--- config.mk ---
export PLATFORM = sky130hd
export DESIGN_NAME = uart_loop_fifo
export DESIGN_NICKNAME = d
export VERILOG_FILES = /design/src/rtl/uart_loop_fifo.sv
export SDC_FILE = /design/constraint.sdc
export NUM_CORES = 1
export LEC_CHECK = 0
export CORE_MARGIN = 2
export CORE_UTILIZATION = 39
export CTS_CLUSTER_SIZE = 28
export DETAILED_ROUTE_END_ITERATION = 16
export DONT_BUFFER_PORTS = 1
export GPL_TIMING_DRIVEN = 1
export MAX_ROUTING_LAYER = met4
export PLACE_DENSITY_LB_ADDON = 0.12
export REMOVE_ABC_BUFFERS = 1
export SYNTH_ARGS = -nofsm -noshare
export SYNTH_HDL_FRONTEND = slang
export SYNTH_SLANG_ARGS = --single-unit
--- constraint.sdc ---
create_clock -name iclk -period 5.5 [get_ports iclk]
set_input_delay 0.825 -clock iclk [delete_from_list [all_inputs] [get_ports iclk]]
set_output_delay 0.825 -clock iclk [all_outputs]
set_load 0.005 [all_outputs]
--- src/rtl/uart_loop_fifo.sv ---
// Byte FIFO between the UART receiver and transmitter in the loopback top.
// Buffers received bytes and replays them one at a time over a trigger/busy handshake.
module uart_loop_fifo #(
    parameter int DATA_W       = 8,
    parameter int ADDR_W       = 4,
    parameter int BUSY_TIMEOUT = 16
) (
    input  logic              iclk,
    input  logic              ireset_n,
    input  logic              rx_valid,
    input  logic [DATA_W-1:0] rx_data,
    input  logic              rx_err,
    input  logic              tx_busy,
    input  logic              clear_flags,
    output logic              tx_trig,
    output logic [DATA_W-1:0] tx_data,
    output logic [ADDR_W:0]   count,
    output logic              empty,
    output logic              full,
    output logic              overflow,
    output logic              err_drop,
    output logic              tx_lost
);
    // state       | meaning
    // S_IDLE      | no byte in flight; pops and triggers as soon as the FIFO holds a byte
    // S_WAIT_BUSY | trigger issued; waiting up to BUSY_TIMEOUT cycles for tx_busy to rise
    // S_WAIT_DONE | transmitter shifting; waiting for tx_busy to fall

    localparam int              DEPTH    = 1 << ADDR_W;
    localparam int              TMR_W    = $clog2(BUSY_TIMEOUT + 1);
    localparam logic [TMR_W-1:0] TMR_LOAD = TMR_W'(BUSY_TIMEOUT);
    localparam logic [TMR_W-1:0] TMR_TC   = TMR_W'(1);

    typedef enum logic [1:0] {
        S_IDLE      = 2'd0,
        S_WAIT_BUSY = 2'd1,
        S_WAIT_DONE = 2'd2
    } state_t;

    state_t              r_state;
    state_t              w_state_nxt;
    logic [DATA_W-1:0]   r_mem [DEPTH];
    logic [ADDR_W-1:0]   r_wr_ptr;
    logic [ADDR_W-1:0]   r_rd_ptr;
    logic [ADDR_W:0]     r_count;
    logic [TMR_W-1:0]    r_tmr;
    logic                r_tx_trig;
    logic [DATA_W-1:0]   r_tx_data;
    logic                r_overflow;
    logic                r_err_drop;
    logic                r_tx_lost;
    logic                w_pop;
    logic                w_push;
    logic                w_ovf_set;
    logic                w_err_set;
    logic                w_timeout;

    assign count    = r_count;
    assign empty    = (r_count == '0);
    assign full     = r_count[ADDR_W];   // count never exceeds DEPTH, so the MSB alone means full
    assign tx_trig  = r_tx_trig;
    assign tx_data  = r_tx_data;
    assign overflow = r_overflow;
    assign err_drop = r_err_drop;
    assign tx_lost  = r_tx_lost;

    always_ff @(posedge iclk or negedge ireset_n) begin
        if (!ireset_n) r_state <= S_IDLE;
        else           r_state <= w_state_nxt;
    end

    always_comb begin
        w_state_nxt = r_state;
        case (r_state)
            S_IDLE:      if (!empty) w_state_nxt = S_WAIT_BUSY;
            S_WAIT_BUSY: begin
                if (tx_busy)               w_state_nxt = S_WAIT_DONE;
                else if (r_tmr == TMR_TC)  w_state_nxt = S_IDLE;
            end
            S_WAIT_DONE: if (!tx_busy) w_state_nxt = S_IDLE;
            default:     w_state_nxt = S_IDLE;
        endcase
    end

    always_comb begin
        w_pop     = (r_state == S_IDLE) && !empty;
        w_timeout = (r_state == S_WAIT_BUSY) && !tx_busy && (r_tmr == TMR_TC);
        // a pop in the same edge frees a slot, so a full FIFO can still accept
        w_push    = rx_valid && !rx_err && (!full || w_pop);
        w_ovf_set = rx_valid && !rx_err && full && !w_pop;
        w_err_set = rx_valid && rx_err;
    end

    always_ff @(posedge iclk) begin
        if (w_push) r_mem[r_wr_ptr] <= rx_data;
    end

    always_ff @(posedge iclk or negedge ireset_n) begin
        if (!ireset_n) begin
            r_wr_ptr   <= '0;
            r_rd_ptr   <= '0;
            r_count    <= '0;
            r_tmr      <= '0;
            r_tx_trig  <= 1'b0;
            r_tx_data  <= '0;
            r_overflow <= 1'b0;
            r_err_drop <= 1'b0;
            r_tx_lost  <= 1'b0;
        end else begin
            if (w_push) r_wr_ptr <= r_wr_ptr + 1'b1;
            if (w_pop)  r_rd_ptr <= r_rd_ptr + 1'b1;
            case ({w_push, w_pop})
                2'b10:   r_count <= r_count + 1'b1;
                2'b01:   r_count <= r_count - 1'b1;
                default: r_count <= r_count;
            endcase
            r_tx_trig <= w_pop;
            if (w_pop) r_tx_data <= r_mem[r_rd_ptr];
            if (w_pop)                                        r_tmr <= TMR_LOAD;
            else if (r_state == S_WAIT_BUSY && r_tmr != '0)   r_tmr <= r_tmr - 1'b1;
            r_overflow <= w_ovf_set | (r_overflow & ~clear_flags);
            r_err_drop <= w_err_set | (r_err_drop & ~clear_flags);
            r_tx_lost  <= w_timeout | (r_tx_lost  & ~clear_flags);
        end
    end
endmodule

### Word-level counts from Yosys, hierarchy flattened

Memory sizes are Yosys's and may differ from the RTL's. A register that Yosys moved wholly into a read port is not among the register bits.
Cells that the tools add are included.

| storage, ports and cells | value |
|---|---|
| register bits | 24 |
| memories | 1 |
| output and inout port bits | 19 |
| RAM bits | 128 |
| input port bits | 14 |

Memories:

| name | words | bits a word | read ports | clocked after memory_dff | wr ports | RTL line | source |
|---|---|---|---|---|---|---|---|
| r_mem | 16 | 8 | 1 | 1 | 1 | 42 | `logic [DATA_W-1:0] r_mem [DEPTH];` |

| operators by class | value |
|---|---|
| eq/ne operators | 8 |
| bitwise logic cells | 7 |
| reductions and logical operators | 22 |
| multiplexer cells | 10 |
| $add $sub $neg | 5 |

Operator list:

| kind | count |
|---|---|
| $mux W5 | 2 |
| $pmux W5 S2 | 1 |
| $sub A5 B1 Y5 const B | 2 |
| $logic_and A1 B1 Y1 | 9 |
| $add A4 B1 Y4 const B | 2 |
| $mux W2 | 4 |
| $logic_not A1 Y1 | 6 |
| $pmux W2 S3 | 1 |
| $add A5 B1 Y5 const B | 1 |
| $eq A5 B1 Y1 const B | 1 |
| $logic_not A5 Y1 | 1 |
| $reduce_bool A5 Y1 | 1 |
| $eq A2 B1 Y1 const B | 2 |
| $eq A2 B2 Y1 const B | 2 |
| $ne A2 B2 Y1 const B | 2 |
| $reduce_bool A2 Y1 | 2 |
| $and A1 B1 Y1 | 3 |
| $ne A3 B2 Y1 const B | 1 |
| $or A1 B1 Y1 | 3 |
| $reduce_and A3 Y1 | 1 |
| $logic_not A2 Y1 | 1 |
| $mux W1 | 2 |
| $logic_or A1 B1 Y1 | 1 |
| $not A1 Y1 | 1 |

### Logic depth before layout (Yosys ltp)

| depth | value |
|---|---|
| depth in word-level cells | 7 |
| depth in mapped cells | 12 |
| mapped depth without buffers | 10 |

### Worst setup path after synthesis

No wires, ideal clock.

| path | value |
|---|---|
| kind | input -> register |
| from | input port rx_valid |
| to | register r_count[4], in the netlist count[4] |
| path slack | 2675 ps |
| data required time | 5368 ps |
| stages | 11 |
| path buffers | 1 |
| arrival | 2693 ps |
| cells stage by stage | inv_1 > nor3b_2 > inv_2 > ha_1 > clkbuf_1 > xor2_1 > ha_1 > o211a_1 > o31ai_1 > a31oi_1 > xor2_1 |

| on the way | value |
|---|---|
| longest elaborated chain between the ends | 4 |

Ends and longest elaborated chain:

| what | RTL line | source |
|---|---|---|
| start, declared | 10 | `input logic rx_valid,` |
| $logic_and A1 B1 Y1 (*) (2 in a row) | 89 | `w_push = rx_valid && !rx_err && (!full \|\| w_pop);` |
| $eq A2 B1 Y1 / $eq A2 B2 Y1 (equally long branches) | 112 | `case ({w_push, w_pop})` |
| $pmux W5 S2 / $reduce_bool A2 Y1 (equally long branches) | -- |  |
| end signal, assigned | 113 | `2'b10: r_count <= r_count + 1'b1;` |
| end signal, assigned | 114 | `2'b01: r_count <= r_count - 1'b1;` |
| end signal, assigned | 115 | `default: r_count <= r_count;` |
| end, declared | 45 | `logic [ADDR_W:0] r_count;` |

Every way passes the cells marked *; elsewhere a longest branch is shown, timed or not.
A chain may end at the register's enable or synchronous reset.

### Final worst setup path

| path | value |
|---|---|
| from | register r_count[4], in the netlist count[4] |
| to | register r_count[4], in the netlist count[4] |

| on the way | value |
|---|---|
| longest elaborated chain between the ends | 7 |

Ends and longest elaborated chain:

| what | RTL line | source |
|---|---|---|
| $logic_not A5 Y1 | 59 | `assign empty = (r_count == '0);` |
| $logic_not A1 Y1 | 86 | `w_pop = (r_state == S_IDLE) && !empty;` |
| $logic_and A1 B1 Y1 | 86 |  |
| $logic_or A1 B1 Y1 | 89 |  |
| $logic_and A1 B1 Y1 | 89 |  |
| $eq A2 B1 Y1 / $eq A2 B2 Y1 (equally long branches) | 112 |  |
| $pmux W5 S2 / $reduce_bool A2 Y1 (equally long branches) | -- |  |

Parallel ways exist; a longest one is shown, timed or not.

==> impl_metrics.csv <==
group,metric,value,unit
grt,grt_pass1_vias,3308,
power_and_ir_drop,power.share.clock,0.302,
place,port_buffers,0,
power_and_ir_drop,vdd_drop_max,0.3065,mV
logic_synthesis,muxShareOfSynthArea,0.1353,
finish,most-common-layout-cells,"edfxtp_1, dfrtp_1, mux4_2",
detailed_routing,finalWirelength,13.53,mm
logic_synthesis,async_flop_share,0.2000,
status,status,"finished, final reports clean",
logic_synthesis,synth_cell_type_count,45,
sta,slew_viol_final,0,
detailed_routing,drtAntennaViolNets,0,
detailed_routing,avgRoutedWirePerCell,22.37,µm
die,start_util,0.3989,
clock_tree,ctsHtreeMaxLevel,4,
critical_path,reg2reg_depth,10,
logic_synthesis,synth_largest_area_cell,"edfxtp_1",
detailed_routing,dr.first_iter.drc_count,153,
finish,nFillCells,1421,
logic_synthesis,synth_top_family_by_area,"multiplexers",
power_and_ir_drop,power_frac_comb,0.265,
critical_path,reg2reg_slack,2.58,ns
finish,diodes,0,
logic_synthesis,seq_area_frac_synth,0.7046,
grt,grt_overflow,0,
sta,fin_tns_setup,0,ns
grt,grt_busiest_layer,"met2",
clock_tree,clkLatencyLatePin,0.42,ns
clock_tree,path_clk_slew,0.07,ns
finish,final-seq-area,4647,µm²
place,gp_congestion,0.7769,
logic_synthesis,synth_simple_gate_area_frac,0.04689,
critical_path,cpPeakStageDelay,0.52,ns
finish,area_growth,12.74,%
logic_synthesis,synthTopCellsByArea,"edfxtp_1, dfrtp_1, mux4_2",
clock_tree,cts_max_path_buffers,2,
critical_path,cp.required,5.79,ns
clock_tree,clk_root_buffer_cell,"clkbuf_16",
sta,holdWs,0.09294,ns
sta,worst_slew_pin_slew,0.9333,ns
worst_hold_path,hold_class,"primary input to async pin",
grt,use_met1,0.2045,
critical_path,crit_path_start_kind,"flop",
sta,rsz0062_at_grt,"no",
sta,setup_violations,0,
critical_path,setup.worst_path.start,"count[4]",
critical_path,critPathMaxFanout,9,
logic_synthesis,avgSynthCellArea,17.96,µm²
logic_synthesis,yosys_warnings,0,
sta,max_freq,342.9,MHz
clock_tree,cts_resized,0,
power_and_ir_drop,power_density,527.7,nW/µm²
detailed_routing,via_count,3229,
critical_path,crit_path_end,"count[4]",
detailed_routing,drt-vias-per-instance,5.337,
critical_path,timing.rr.end,"count[4]",
die,num_io_pins,33,
sta,fin_crit,2.916,ns
detailed_routing,dr.pass1.iters,5,
power_and_ir_drop,power.switching,1.258,mW
clock_tree,clock-sinks,160,
logic_synthesis,netlist_area,6591,µm²
logic_synthesis,synth_compound_area_frac,0.04613,
finish,final_nets,398,
critical_path,worst_setup_path_end_kind,"flop",
sta,hold_viol,0,
grt,met2_usage,0.2613,
clock_tree,postCtsSetupRepairBufs,0,
logic_synthesis,ys_ff_latch,160,
finish,multiInputGateArea,1803,µm²
critical_path,crit_path_top_delay_cell,"nor3b_2",
die,coreArea,16520,µm²
power_and_ir_drop,swShare,0.3209,
die,die_w,134.0,µm
power_and_ir_drop,leakage,2.534,nW
die,die-area,17960,µm²
logic_synthesis,synth_xor_area_frac,0.01860,
grt,grt_pass1_wl,20.59,mm
logic_synthesis,synth_edf_count,128,
clock_tree,cts_hold_buf,0,
critical_path,critical_path_class,"flop to flop",
sta,finalCritPeriodShare,0.5302,
power_and_ir_drop,p_seq_frac,0.433,
sta,relSlewSlack,0.3755,
clock_tree,cts_tree,"yes",
grt,grt_max_degree,36,
logic_synthesis,synth_ff_type,"edfxtp_1",
logic_synthesis,syn_inst,367,
finish,post-route-util,0.4497,
logic_synthesis,synth_top_cell_area_share,0.5831,
power_and_ir_drop,p_int,2.663,mW
die,die_y,134.0,µm
flow_run,cap_violations,0,
critical_path,crit_chain,"o21ai_1 > nor3b_2 > inv_2 > ha_1 > xor2_1 > ha_1 > o211a_1 > o31ai_1 > a31oi_1 > xor2_1",
finish,layout-drive-gt1-share,0.2052,
logic_synthesis,synth_fa_ha_area_frac,0.02278,
die,rows,47,
grt,grt_usage,0.1672,
grt,grtUsageMet3,0.05631,
critical_path,arrival,3.21,ns
place,hpwl,8.476,mm
critical_path,r2r-start,"count[4]",
finish,final_common_cell,"edfxtp_1",
grt,antenna_found_initial,0,
clock_tree,numCtsBuffers,17,
detailed_routing,drc,0,
sta,finClkSkew,0.007492,ns
==> critical path, delay by kind of cell (launching register included) <==
| family | cells | cell delay (ns) |
|---|---|---|
| compound gates | 4 | 0.66 |
| xor+xnor | 2 | 0.34 |
| fa+ha+maj | 2 | 0.58 |
| buf+inv | 1 | 0.20 |
| flops | 1 | 0.50 |
| simple gates | 1 | 0.52 |
==> synthesized netlist by cell type, types with 3 or more instances <==
cell type	number
ha_1	12
o21ai_0	5
dfrtp_1	32
buf_6	3
a21oi_1	14
nor4_1	5
nand3_1	3
buf_2	3
nor2_1	14
nand2_1	6
nor3b_1	3
clkbuf_1	10
xor2_1	7
nand2b_1	4
and2_1	8
edfxtp_1	128
mux4_1	13
mux2_2	10
inv_1	15
o22ai_1	16
mux4_2	19
xnor2_1	7
==> metrics by stage <==
step | setup WS (ns) | area (µm²) | cells | power, mW
after global routing | 2.349 | 7431 | 605 | 4.143
after detailed placement | 2.389 | 6830 | 573 | 2.776
after floorplan | 2.710 | 6482 | 347 | 2.440
final | 2.584 | 7431 | 605 | 3.921
after global placement | 2.514 | 6830 | 573 | 2.769
after CTS | 2.567 | 7431 | 605 | 3.966
==> cell type report <==
class,count,area share
clock inverters,15,0.02357
clock buffers,17,0.05725
inverters,16,0.008082
flip-flops and latches,160,0.6254
well taps,220,0.03704
repair buffers,6,0.006062
multi-input cells,171,0.2426
==> cell families (layout without fill, tap and decap cells) <==
group           Yosys count  count (layout)
fa+ha+maj                12              12
mux                      43              43
buf+inv                  36              54
flops                   160             160
simple gates             55              55
xor+xnor                 14              14
compound gates           47              47
==> registers in the layout, summed over array words and instances (netlist names) <==
signal / flops
r_tmr: 5
r_wr_ptr: 4
tx_data: 8
overflow: 1
tx_trig: 1
count: 5
tx_lost: 1
r_mem: 128
err_drop: 1
r_rd_ptr: 4
r_state: 2
==> per-layer routing <==
layer / wire, µm / up-vias / part of all wire
li1: - / 1461 / -
met1: 5850 / 1689 / 0.43
met2: 6719 / 65 / 0.50
met3: 699 / 14 / 0.052
met4: 263 / 0 / 0.019
met5: 0 / - / 0
==> worst min path at each step <==
stage / to / slack, ns / cells after the start
floorplan: r_tmr[4] / 0.46 / 1
global placement: r_tmr[4] / 0.48 / 1
detailed placement: r_tmr[4] / 0.49 / 1
CTS: r_tmr[1] / 0.08 / 0
global route: count[2] / 0.06 / 0
finish: count[0] / 0.09 / 0
==> power groups by stage <==
stage	Clock, mW	Combinational, mW	Sequential [mW]
CTS	1.21	1.06	1.70
floorplan	0	0.760	1.68
global placement	0	1.05	1.72
global route	1.26	1.15	1.73
finish	1.18	1.04	1.70
detailed placement	0	1.05	1.73
No activity file was read; power rests on OpenSTA's default activity.
